==> src/rtl/ysyx_22050710_pkg.sv <==
// Shared constants for the memory-access stage:
// load op codes, FSM states and bus widths.
package ysyx_22050710_pkg;

    localparam int WORD_WD     = 64;
    localparam int PC_WD       = 64;
    localparam int INST_WD     = 32;
    localparam int GPR_ADDR_WD = 5;
    localparam int CSR_ADDR_WD = 12;

    localparam int ES_TO_MS_BUS_WD = 2 + 3 + 8 + WORD_WD + 1 + GPR_ADDR_WD
                                   + WORD_WD + 1 + CSR_ADDR_WD + WORD_WD;
    localparam int MS_TO_WS_BUS_WD = 1 + GPR_ADDR_WD + WORD_WD
                                   + 1 + CSR_ADDR_WD + WORD_WD;
    localparam int DEBUG_BUS_WD    = 1 + INST_WD + PC_WD;

    localparam logic [2:0] LB  = 3'd0;
    localparam logic [2:0] LH  = 3'd1;
    localparam logic [2:0] LW  = 3'd2;
    localparam logic [2:0] LD  = 3'd3;
    localparam logic [2:0] LBU = 3'd4;
    localparam logic [2:0] LHU = 3'd5;
    localparam logic [2:0] LWU = 3'd6;

    localparam logic [1:0] S_IDLE = 2'd0;
    localparam logic [1:0] S_REQ  = 2'd1;
    localparam logic [1:0] S_WAIT = 2'd2;
    localparam logic [1:0] S_DONE = 2'd3;

endpackage

==> src/rtl/ysyx_22050710_load_ext.sv <==
// Load data extraction: pick the addressed lane out of an
// 8-byte-aligned read word and sign/zero extend it.
module ysyx_22050710_load_ext
    import ysyx_22050710_pkg::*;
(
    input  logic [2:0]         mem_op_i,
    input  logic [2:0]         addr_i,
    input  logic [WORD_WD-1:0] rdata_i,
    output logic [WORD_WD-1:0] result_o
);

    logic [7:0]  byte_v;
    logic [15:0] half_v;
    logic [31:0] word_v;

    // Lane select on the low address bits, then extend by op
    always_comb begin
        byte_v   = rdata_i[{addr_i, 3'b000} +: 8];
        half_v   = rdata_i[{addr_i[2:1], 4'b0000} +: 16];
        word_v   = rdata_i[{addr_i[2], 5'b00000} +: 32];
        result_o = rdata_i;
        case (mem_op_i)
            LB:      result_o = {{56{byte_v[7]}}, byte_v};
            LH:      result_o = {{48{half_v[15]}}, half_v};
            LW:      result_o = {{32{word_v[31]}}, word_v};
            LBU:     result_o = {56'd0, byte_v};
            LHU:     result_o = {48'd0, half_v};
            LWU:     result_o = {32'd0, word_v};
            default: result_o = rdata_i;
        endcase
    end

endmodule

==> src/rtl/ysyx_22050710_mem_stage.sv <==
// Memory-access pipeline stage: latches the exec bundle, runs one
// req/addr_ok/data_ok transaction for loads/stores, feeds write-back.
module ysyx_22050710_mem_stage
    import ysyx_22050710_pkg::*;
(
    input  logic                       i_clk,
    input  logic                       i_rst_n,
    input  logic                       i_es_to_ms_valid,
    input  logic [ES_TO_MS_BUS_WD-1:0] i_es_to_ms_bus,
    output logic                       o_ms_allowin,
    input  logic                       i_ws_allowin,
    output logic                       o_ms_to_ws_valid,
    output logic [MS_TO_WS_BUS_WD-1:0] o_ms_to_ws_bus,
    output logic                       o_data_req,
    output logic                       o_data_wr,
    output logic [WORD_WD-1:0]         o_data_addr,
    output logic [7:0]                 o_data_wmask,
    output logic [WORD_WD-1:0]         o_data_wdata,
    input  logic                       i_data_addr_ok,
    input  logic                       i_data_data_ok,
    input  logic [WORD_WD-1:0]         i_data_rdata,
    output logic [GPR_ADDR_WD-1:0]     o_ms_to_ds_gpr_rd,
    output logic [CSR_ADDR_WD-1:0]     o_ms_to_ds_csr_rd,
    output logic                       o_ms_to_ds_load_busy,
    input  logic [DEBUG_BUS_WD-1:0]    i_debug_es_to_ms_bus,
    output logic [DEBUG_BUS_WD-1:0]    o_debug_ms_to_ws_bus
);

    logic                       ms_valid_q;
    logic [ES_TO_MS_BUS_WD-1:0] bus_q;
    logic [DEBUG_BUS_WD-1:0]    dbg_q;
    logic [1:0]                 state_q, state_d;
    logic [WORD_WD-1:0]         rdata_q;

    logic                   mem_ren, mem_wen, gpr_wen, csr_wen;
    logic [2:0]             mem_op;
    logic [7:0]             wmask;
    logic [WORD_WD-1:0]     wdata, alu_result, csr_result;
    logic [WORD_WD-1:0]     ld_result, gpr_result;
    logic [GPR_ADDR_WD-1:0] rd;
    logic [CSR_ADDR_WD-1:0] csr;

    logic ms_ready_go, latch, in_mem, capture;

    assign {mem_ren, mem_wen, mem_op, wmask, wdata, gpr_wen, rd,
            alu_result, csr_wen, csr, csr_result} = bus_q;

    assign in_mem = i_es_to_ms_bus[ES_TO_MS_BUS_WD-1]
                  | i_es_to_ms_bus[ES_TO_MS_BUS_WD-2];

    assign ms_ready_go  = !(mem_ren | mem_wen) || (state_q == S_DONE);
    assign o_ms_allowin = !ms_valid_q || (ms_ready_go && i_ws_allowin);
    assign latch        = i_es_to_ms_valid && o_ms_allowin;
    assign capture      = i_data_data_ok
                        && ((state_q == S_REQ && i_data_addr_ok)
                            || state_q == S_WAIT);

    // Next transaction state; data_ok outside REQ/WAIT is ignored
    always_comb begin
        state_d = state_q;
        case (state_q)
            S_IDLE: if (latch && in_mem) state_d = S_REQ;
            S_REQ: begin
                if (i_data_addr_ok)
                    state_d = i_data_data_ok ? S_DONE : S_WAIT;
            end
            S_WAIT: if (i_data_data_ok) state_d = S_DONE;
            default: begin
                if (i_ws_allowin)
                    state_d = (latch && in_mem) ? S_REQ : S_IDLE;
            end
        endcase
    end

    // Stage valid, payload, debug and transaction registers
    always_ff @(posedge i_clk or negedge i_rst_n) begin
        if (!i_rst_n) begin
            ms_valid_q <= 1'b0;
            bus_q      <= '0;
            dbg_q      <= '0;
            state_q    <= S_IDLE;
            rdata_q    <= '0;
        end else begin
            state_q <= state_d;
            if (o_ms_allowin) ms_valid_q <= i_es_to_ms_valid;
            if (latch) begin
                bus_q <= i_es_to_ms_bus;
                dbg_q <= i_debug_es_to_ms_bus;
            end
            if (capture) rdata_q <= i_data_rdata;
        end
    end

    ysyx_22050710_load_ext u_load_ext (
        .mem_op_i (mem_op),
        .addr_i   (alu_result[2:0]),
        .rdata_i  (rdata_q),
        .result_o (ld_result)
    );

    assign gpr_result = mem_ren ? ld_result : alu_result;

    assign o_ms_to_ws_valid = ms_valid_q && ms_ready_go;
    assign o_ms_to_ws_bus   = {gpr_wen, rd, gpr_result,
                               csr_wen, csr, csr_result};

    assign o_data_req   = (state_q == S_REQ);
    assign o_data_wr    = mem_wen;
    assign o_data_addr  = alu_result;
    assign o_data_wmask = wmask;
    assign o_data_wdata = wdata;

    assign o_ms_to_ds_gpr_rd    = (ms_valid_q && gpr_wen) ? rd : '0;
    assign o_ms_to_ds_csr_rd    = (ms_valid_q && csr_wen) ? csr : '0;
    assign o_ms_to_ds_load_busy = ms_valid_q && mem_ren && !ms_ready_go;
    assign o_debug_ms_to_ws_bus = dbg_q;

endmodule

==> config.mk <==
export PLATFORM = sky130hd
export DESIGN_NAME = ysyx_22050710_mem_stage
export DESIGN_NICKNAME = d
export VERILOG_FILES = /design/src/rtl/ysyx_22050710_pkg.sv /design/src/rtl/ysyx_22050710_load_ext.sv /design/src/rtl/ysyx_22050710_mem_stage.sv
export SDC_FILE = /design/constraint.sdc
export NUM_CORES = 1
export LEC_CHECK = 0
export ABC_CLOCK_PERIOD_IN_PS = 5400
export BUFFER_PORTS_ARGS = -buffer_cell sky130_fd_sc_hd__buf_4
export CORE_AREA = 2 2 306 308
export DETAILED_ROUTE_END_ITERATION = 7
export DIE_AREA = 0 0 308 310
export GPL_TIMING_DRIVEN = 1
export PLACE_DENSITY_LB_ADDON = 0.05
export SLEW_MARGIN = 20
export SYNTH_ARGS = -nofsm -noshare
export SYNTH_HDL_FRONTEND = slang
export SYNTH_SLANG_ARGS = --single-unit
==> constraint.sdc <==
create_clock -name i_clk -period 5.4 [get_ports i_clk]
set_input_delay 0.54 -clock i_clk [delete_from_list [all_inputs] [get_ports i_clk]]
set_output_delay 0.54 -clock i_clk [all_outputs]
set_load 0.02 [all_outputs]
Word level (Yosys, flattened, before mapping)
Cells that the tools add are included.
Word-level totals
  flip-flop bits (word level): 388
  latch bits: 0
  RAM bits: 0
  memory bits (read-only): 0
  output and inout port bits: 402
  memories: 0
Cells by class
  $add $sub $neg: 0
  multiply operators: 0
  div/mod/pow operators: 0
  magnitude comparators: 0
  equality and inequality tests: 11
  shifts and indexed selects: 3
  multiplexer cells: 11
  bitwise operators: 2
  reductions and logical operators: 20
Operators by type and width (count)
  case mux 64 bit (6 select lines): 1
  two-way mux 64 bit: 1
  variable part select 64 x 7 -> 16 bit: 1
  variable part select 64 x 7 -> 32 bit: 1
  variable part select 64 x 7 -> 8 bit: 1
  two-way mux 12 bit: 1
  logical AND 1 bit: 10
  equality test 3 bit (second input constant): 3
  two-way mux 2 bit: 4
  case mux 2 bit (3 select lines): 1
  two-way mux 5 bit: 1
  equality test 2 bit (second input constant): 2
  != test 2 bit (second input constant): 2
  AND reduction 4 bit: 1
  nonzero test 4 bit: 1
  equality test 3 x 1 -> 1 bit (second input constant): 1
  equality test 3 x 2 -> 1 bit (second input constant): 1
  zero test 1 bit: 3
  zero test 3 bit: 1
  logical OR 1 bit: 3
  equality test 2 x 1 -> 1 bit (second input constant): 1
  zero test 2 bit: 1
  two-way mux 1 bit: 2
  != test 2 x 1 -> 1 bit (second input constant): 1
  OR 1 bit: 2

Longest topological paths before layout
Gate-level depths: netlist of run 1.
  depth in word-level cells: 10
  gate-level depth with buffers: 8

Cells and area by module
A second synthesis of run 1 with hierarchy kept.
Unflattened totals
  cells, all modules: 1400
  area, all modules: 18831.8 µm²
Modules (own cells, without submodules)
  ysyx_22050710_mem_stage: instances 1, cells each 1155, area each 17060.1 µm², sequential area each 9709.3 µm²
  ysyx_22050710_load_ext: instances 1, cells each 245, area each 1771.7 µm², sequential area each 0.0 µm²

Worst setup path before layout of run 1
Ideal clock, no wire load.
  kind: flip-flop to output port
  from: register bus_q[79]
  to: output port o_ms_to_ws_bus[82]
  arrival: 1.760 ns
  required time: 4.860 ns
  slack: 3.100 ns
  cell stages (with the launch flop): 5
  path through: dfrtp_1 buf_2 buf_2 mux4_2 o221ai_1
Between the ends
  cells in the longest elaborated chain, start to end: 3
Ends and longest elaborated chain
  start: declaration: line ysyx_22050710_mem_stage.sv:30  | logic [ES_TO_MS_BUS_WD-1:0] bus_q;
  start signal: assignment: line ysyx_22050710_mem_stage.sv:87  | bus_q <= i_es_to_ms_bus;
  variable part select 64 x 7 -> 32 bit, or another cell as far along: line ysyx_22050710_load_ext.sv:20  | word_v = rdata_i[{addr_i[2], 5'b00000} +: 32];
  case mux 64 bit (6 select lines) (*): line ysyx_22050710_load_ext.sv:22  | case (mem_op_i)
  two-way mux 64 bit (*): line ysyx_22050710_mem_stage.sv:101  | assign gpr_result = mem_ren ? ld_result : alu_result;
  end: declaration: line ysyx_22050710_mem_stage.sv:13  | output logic [MS_TO_WS_BUS_WD-1:0] o_ms_to_ws_bus,
Every way passes the cells marked *; elsewhere a longest branch is shown, timed or not.

Worst setup path in the final report of run 1
  from: register bus_q[78]
  to: output port o_ms_to_ws_bus[121]
Between the ends
  cells in the longest elaborated chain, start to end: 3
Ends and longest elaborated chain (line)
  variable part select 64 x 7 -> 16 bit / variable part select 64 x 7 -> 8 bit (equally long branches): ysyx_22050710_load_ext.sv:19, ysyx_22050710_load_ext.sv:18
  case mux 64 bit (6 select lines) (*): ysyx_22050710_load_ext.sv:22
  two-way mux 64 bit (*): ysyx_22050710_mem_stage.sv:101
Marks and branches as above.

==> run metrics, run 1 <==
result of the run=complete, no violations; maximum number of pins on one net before global-route repair=104; cell area after synthesis=20220 µm²; Die Wd=308 µm; launching element of the worst setup path=bus_q[78]; max-slew violation total from the final report=0; CP required=4.86 ns; count of routing violations after the opening detailed-route iteration=542; filler-free cell count of the finished design=3291; number of instances resized during post-cts repair=0; Largest stage delay, worst path=0.99 ns; HPWL after detailed placement=66320 µm; power per standard cell area=782.7 nW/µm²; most common library cells after synthesis=sky130_fd_sc_hd__dfrtp_1 (388), sky130_fd_sc_hd__mux2_4 (290), sky130_fd_sc_hd__buf_4 (225); Die ar.=95480 µm²; sw power=9.167 mW; max-cap viol count=0; arrival time reported for the critical path endpoint=3.66 ns; Clock Root Buffer=sky130_fd_sc_hd__clkbuf_16; fillers=9553; CTS H-tree lvls=2; Die Ht=310 µm; total via count after detailed routing=13980; CTS sink count=388; Worst Setup Start Kind=flip-flop; antenna violations before repair=18; final number of hold-violating endpoints=0; Synth Net Count=1885; capture instance of the worst register-to-register path=bus_q[188]; unrepaired setup endpoints after global routing=no; Worst path slowest cell=sky130_fd_sc_hd__dfrtp_2; Leakage=13.12 nW; asr flop ratio synth=100.0%; combinational power share=54.3%; post-route minimum period=4.197 ns; count leader, synth=sky130_fd_sc_hd__dfrtp_1; total core area=92490 µm²; Area growth, synth to finish=36.02%; boundary pin count=793; proportion of power drawn by the clock network=17.4%; post-CTS setup-driven buffer insertion count=0; Relative slew margins=30.06%; Seq pwr share=28.3%; global placement routability congestion=0.8029; number of instances in the synthesized netlist=1490; Period Utilization, post-route=77.72%; total track usage=17.44%; sequential share of the synthesized area=48.02%; flop-to-flop setup slack=2.23 ns; count of input and output buffers=792; Hold/Removal Path Class=input pin to flip-flop; kind of cell adding the most delay to the critical path=compound AO/OA/AOI/OAI gates; Final TNS setup=0 ns; cells along the critical path=mux4_2 -> and3_1 -> a31oi_4 -> a31oi_1 -> buf_4; number of detailed-routing iterations run before antenna repair=5; Clock Skews=0.01884 ns; Cell Int Power=12.36 mW; Area contributors post-synth=sky130_fd_sc_hd__dfrtp_1 (48%), sky130_fd_sc_hd__mux2_4 (22%), sky130_fd_sc_hd__buf_4 (8.4%), sky130_fd_sc_hd__mux2_2 (6.1%), sky130_fd_sc_hd__buf_6 (1.8%); number of warning messages in the yosys log=0; fraction of power spent switching nets=42.58%; number of failing setup endpoints in the final timing report=0; overflow left after global routing=0; WL/cell=26.23 µm; cell taking the most area after synthesis=sky130_fd_sc_hd__dfrtp_1; via count of the first global-routing pass=15140; via count normalized by instance count=4.248; row count=112; Post-DRT Antenna Nets=0; Max Freq=238.3 MHz; depth of the worst register-to-register path=5; insertion delay to the later sink of the worst-skew pair=0.63 ns; count of flip-flops with a built-in enable after synthesis=0; clock-pin transition on the worst setup and hold timing paths=0.06 ns; effective utilization at floorplan=21.86%; number of different library cells in the post-synthesis netlist=45; global-route wire length before repair=117900 µm; layout cells sized above 1=63.15%; highest net fanout along the worst path=37; top-area cell type share of the netlist area=48.02%; instance count after placement with tap cells included=3184; Worst Setup EP=o_ms_to_ws_bus[121]; IR Drop Worst-Case VDD=266.2 µV; CP bufs+invs=1; clock tree from TritonCTS=built; category of the most critical setup path=flip-flop to output pin; Inserted Clock Buffers=53; final-stage net count=2438; Worst setup EP type=output pin; Stages on worst setup path=5; post-synthesis area per instance=13.57 µm²; main flop type after synthesis=sky130_fd_sc_hd__dfrtp_1; worst-case clock buffer depth=3; post-detailed-route DRC marker count=0; DRT Wirelength=86330 µm; r2r startpoint=bus_q[223]; post-layout utilization of the core=29.74%; Yosys reg bits=388; Worst Max-Slew Pin Slew=1.049 ns
-- power groups by stage --
| stage | registers (mW) | logic, mW | clock network, mW |
|---|---|---|---|
| 2_1_floorplan | 5.69 | 8.13 | 0 |
| 3_3_place_gp | 6.14 | 11.9 | 0 |
| 3_5_place_dp | 6.13 | 11.9 | 0 |
| 4_1_cts | 6.14 | 11.9 | 3.90 |
| 5_1_grt | 6.33 | 12.4 | 4.02 |
| 6_report | 6.10 | 11.7 | 3.75 |
-- flip-flops by register name, indices dropped and copies added, names as in the netlist --
| signal | cells |
|---|---|
| ms_valid_q | 1 |
| rdata_q | 64 |
| state_q | 2 |
| o_debug_ms_to_ws_bus | 97 |
| bus_q | 224 |
-- cell families (layout without fill, tap and decap cells) --
kind of cell	after synthesis	after routing	share of synthesized area, %
multiplexers	440	440	30.38
flip-flops	388	388	48.02
buffers and inverters	323	920	11.47
AO/OA/AOI/OAI	175	175	5.872
AND/OR/NAND/NOR	160	160	4.022
adder cells (fa/ha/maj)	4	4	0.2475
other	0	7	0
-- cells in the final DEF, fill, tap and decap left out, types with 3 or more instances in the layout --
cell                         Yosys  routed
sky130_fd_sc_hd__buf_12          0       7
sky130_fd_sc_hd__or2_2           3       3
sky130_fd_sc_hd__clkbuf_8        0      11
sky130_fd_sc_hd__diode_2         0       7
sky130_fd_sc_hd__dfrtp_1       388     384
sky130_fd_sc_hd__nor2b_1        10      10
sky130_fd_sc_hd__ha_1            4       4
sky130_fd_sc_hd__a21oi_1        23      23
sky130_fd_sc_hd__and3_1         51      51
sky130_fd_sc_hd__o21ai_0        13      13
sky130_fd_sc_hd__o22ai_1        40      40
sky130_fd_sc_hd__o21a_1          8       8
sky130_fd_sc_hd__a31oi_1        46      46
sky130_fd_sc_hd__clkbuf_16       0      54
sky130_fd_sc_hd__dfrtp_2         0       3
sky130_fd_sc_hd__o2111ai_1      10      10
sky130_fd_sc_hd__o21bai_1        4       4
sky130_fd_sc_hd__nor2_1         44      44
sky130_fd_sc_hd__mux4_2         12      12
sky130_fd_sc_hd__buf_4         225     802
sky130_fd_sc_hd__mux2_4        290     290
sky130_fd_sc_hd__mux2_2        109     109
sky130_fd_sc_hd__clkbuf_1       38      14
sky130_fd_sc_hd__nand2b_1       12      12
sky130_fd_sc_hd__mux2i_1        29      29
sky130_fd_sc_hd__o221ai_1       15      15
sky130_fd_sc_hd__clkinv_2        0       8
sky130_fd_sc_hd__nand2_1        31      30
sky130_fd_sc_hd__clkinvlp_4      0       3
sky130_fd_sc_hd__inv_1          10       9
sky130_fd_sc_hd__bufinv_16       0       6
-- per-layer routing --
| layer | global-route usage, % | wire length, µm |
|---|---|---|
| met5 | 0 | 127 |
| met4 | 6.387 | 2702 |
| met3 | 6.014 | 6922 |
| met2 | 30.93 | 44530 |
| met1 | 19.23 | 32060 |
-- area by class of cell --
cell class / instances / area, µm² / share of cell area (%)
Tap cell: 1197 / 1498 / 5.445
Clock buffer: 79 / 1555 / 5.655
Clock inverter: 20 / 290.3 / 1.055
Multi-Input combinational cell: 779 / 8203 / 29.82
Timing Repair Buffer: 811 / 6186 / 22.49
Antenna cell: 7 / 17.52 / 0.06369
Sequential cell: 388 / 9717 / 35.33
Inverter: 10 / 37.54 / 0.1365
-- metrics by stage --
stage / cell area (µm²) / total power, mW / setup WS [ns] / hold WS (ns)
final: 27500 / 21.53 / 1.203 / 0.1182
after global routing: 27500 / 22.71 / 0.9649 / 0.08428
after CTS: 27490 / 21.92 / 1.157 / 0.05313
after detailed placement: 25630 / 18.00 / 1.866 / 0.4951
after global placement: 25630 / 18.03 / 1.973 / 0.4955
after floorplan: 20220 / 13.82 / 3.100 / 0.2444
-- worst min-delay path by stage --
stage | to | start | slack, ns | cells after the start
after floorplan | bus_q[0] | i_rst_n | 0.24 | 0
after global placement | bus_q[174] | bus_q[174] | 0.50 | 1
after detailed placement | bus_q[43] | bus_q[43] | 0.50 | 1
after CTS | ms_valid_q | i_es_to_ms_valid | 0.05 | 2
after global routing | o_debug_ms_to_ws_bus[0] | i_debug_es_to_ms_bus[0] | 0.08 | 2
final | ms_valid_q | i_es_to_ms_valid | 0.12 | 2
-- what timing repair did --
action,4_1_cts,5_1_grt
hold buffers,1,0
endpoints found under the setup margin,0,0
endpoints found under the hold margin,78,0
Note: power is estimated with default switching activity, not from simulation.
==> inputs of run 2 (changes only) <==
- ABC_CLOCK_PERIOD_IN_PS: 5400 -> 4000
- clock period: 5.4 -> 4 ns (I/O delays scaled with it)
==> run metrics, run 2 (synthesis results as in run 1) <==
result of the run=complete, no violations; most flop-heavy register=bus_q; HPWL after detailed placement=67660 µm (+2.0%); depth of the worst register-to-register path=5 (unchanged); Final TNS setup=0 ns (unchanged); instance count after placement with tap cells included=3196 (+0.38%); post-layout instance area=31280 µm² (+14%); post-route minimum period=3.771 ns; layout cells sized above 1=53.61% (-9.5 points); total via count after detailed routing=15400 (+10%); max-cap viol count=0 (unchanged); effective utilization at floorplan=21.86% (unchanged); total core area=92490 µm² (unchanged); Inserted Clock Buffers=52 (-1.9%); number of failing setup endpoints in the final timing report=0 (unchanged); max-slew violation total from the final report=0 (unchanged); unrepaired setup endpoints after global routing=no; number of cells traversed by the worst hold path=2 (unchanged); count of input and output buffers=792 (unchanged); via count of the first global-routing pass=16900 (+12%); clock tree from TritonCTS=built; max reg flops=224 (unchanged); global-route wire length before repair=124200 µm (+5.4%); Period Utilization, post-route=94.26%; count of routing violations after the opening detailed-route iteration=680 (+25%); IR Drop Worst-Case VDD=428.0 µV (+61%); overflow left after global routing=0 (unchanged); Max Freq=265.2 MHz; arrival time reported for the critical path endpoint=3.37 ns (-0.29 ns); clock-pin transition on the worst setup and hold timing paths=0.06 ns (about the same); row count=112 (unchanged); DRT Wirelength=88540 µm (+2.6%); CTS sink count=388 (unchanged); met3 Resource Use GR=4.380% (-1.6 points); antenna violations before repair=13 (-5); CTS H-tree lvls=2 (unchanged); Clock Skews=0.01179 ns (-0.007049 ns); Worst Max-Slew Pin Slew=1.050 ns (+0.0005889 ns); highest net fanout along the worst path=52 (+41%); post-CTS setup-driven buffer insertion count=0 (unchanged); post-route total power=29.17 mW (+35%); Area growth, synth to finish=54.67%; insertion delay to the later sink of the worst-skew pair=0.61 ns (-0.02 ns); worst hold margin=0.05384 ns (-0.06435 ns); filler-free cell count of the finished design=3669 (+11%); worst-case clock buffer depth=3 (unchanged); met2 track demand over resource=32.73% (+1.8 points); fillers=9419 (-1.4%); final-stage net count=2829 (+16%); Die Wd=308 µm (unchanged); WL/cell=24.13 µm (-8.0%); GRT busiest layer=met2; Worst Setup Start Kind=flip-flop; number of detailed-routing iterations run before antenna repair=7 (+2); post-detailed-route DRC marker count=0 (unchanged); Relative slew margins=30.02% (-0.039 points); power per standard cell area=932.6 nW/µm² (+19%); post-place instance area=25780 µm² (+0.60%); Post-DRT Antenna Nets=0 (unchanged); commonest non-fill, non-tap cells in the layout=sky130_fd_sc_hd__buf_4 (809), sky130_fd_sc_hd__dfrtp_1 (384), sky130_fd_sc_hd__dlygate4sd3_1 (381), sky130_fd_sc_hd__mux2_4 (290), sky130_fd_sc_hd__mux2_2 (109); category of the most critical setup path=flip-flop to output pin; met1 Track Usage GR=20.84% (+1.6 points); Clock Root Buffer=sky130_fd_sc_hd__clkbuf_16; number of instances resized during post-cts repair=0 (unchanged); Die Ht=310 µm (unchanged); Worst setup EP type=output pin; boundary pin count=793 (unchanged); CP required=3.60 ns (-1.26 ns); Die ar.=95480 µm² (unchanged); total track usage=17.95% (+0.51 points); via count normalized by instance count=4.198 (-1.2%); final number of hold-violating endpoints=0 (unchanged); maximum number of pins on one net before global-route repair=97 (-6.7%); Leakage=14.71 nW (+12%); global placement routability congestion=0.8102 (+0.91%); leading cell type in the layout, fill and taps excluded=sky130_fd_sc_hd__buf_4; Hold/Removal Path Class=input pin to flip-flop
[run 2: power breakdown]
group          switching (mW)  internal (mW)
logic                    8.42           7.96
clock network            1.91           2.77
registers                2.14           5.97
[run 2: final timing paths]
| path | start | to | slack [ns] |
|---|---|---|---|
| min in group asynchronous | i_rst_n | bus_q[46] | 0.44 |
| max reg2reg | bus_q[223] | bus_q[8] | 1.41 |
| max in group asynchronous | i_rst_n | bus_q[215] | 2.51 |
| min reg2reg | bus_q[189] | bus_q[189] | 0.51 |
| min | i_es_to_ms_bus[158] | bus_q[158] | 0.05 |
| max | bus_q[220] | o_ms_to_ws_bus[108] | 0.23 |
[run 2: timing repair]
| item | CTS | global route |
|---|---|---|
| endpoints found under the setup margin | 0 | 0 |
| hold buffers | 381 | 0 |
| hold endpoints to repair | 468 | 0 |
[run 2: through the flow]
| step | setup slack (ns) | utilization [%] |
|---|---|---|
| final | 0.2295 | 33.81 |
| after global placement | 0.9457 | 27.88 |
| after detailed placement | 0.9684 | 27.88 |
| after CTS | 0.2644 | 33.80 |
| after floorplan | 1.840 | - |
| after global routing | 0.1175 | 33.81 |
[run 2: area by class of cell]
cell class,instances,area [µm²],area share (%)
well taps,1197,1498,4.789
diodes,4,10.01,0.03201
clock buffers,77,1545,4.941
clock inverters,11,122.6,0.3921
inverters,10,37.54,0.1200
flip-flops and latches,388,9717,31.07
repair buffers,1203,10140,32.43
multi-input cells,779,8203,26.23
[run 2: routing by layer]
metal / wire length (µm) / part of all wire (%)
met1: 34580 / 39
met2: 46480 / 53
met3: 5151 / 5.8
met4: 2203 / 2.5
met5: 115 / 0.13
[run 2: worst max-delay path, cell delays in order, from the launching register on]
cell and delay (ns):
sky130_fd_sc_hd__dfrtp_2 0.58, sky130_fd_sc_hd__buf_4 0.55, sky130_fd_sc_hd__and2_1 0.32, sky130_fd_sc_hd__a21o_1 0.12, sky130_fd_sc_hd__a31oi_1 0.07, sky130_fd_sc_hd__buf_4 0.21, sky130_fd_sc_hd__a21oi_1 0.56, sky130_fd_sc_hd__buf_4 0.29
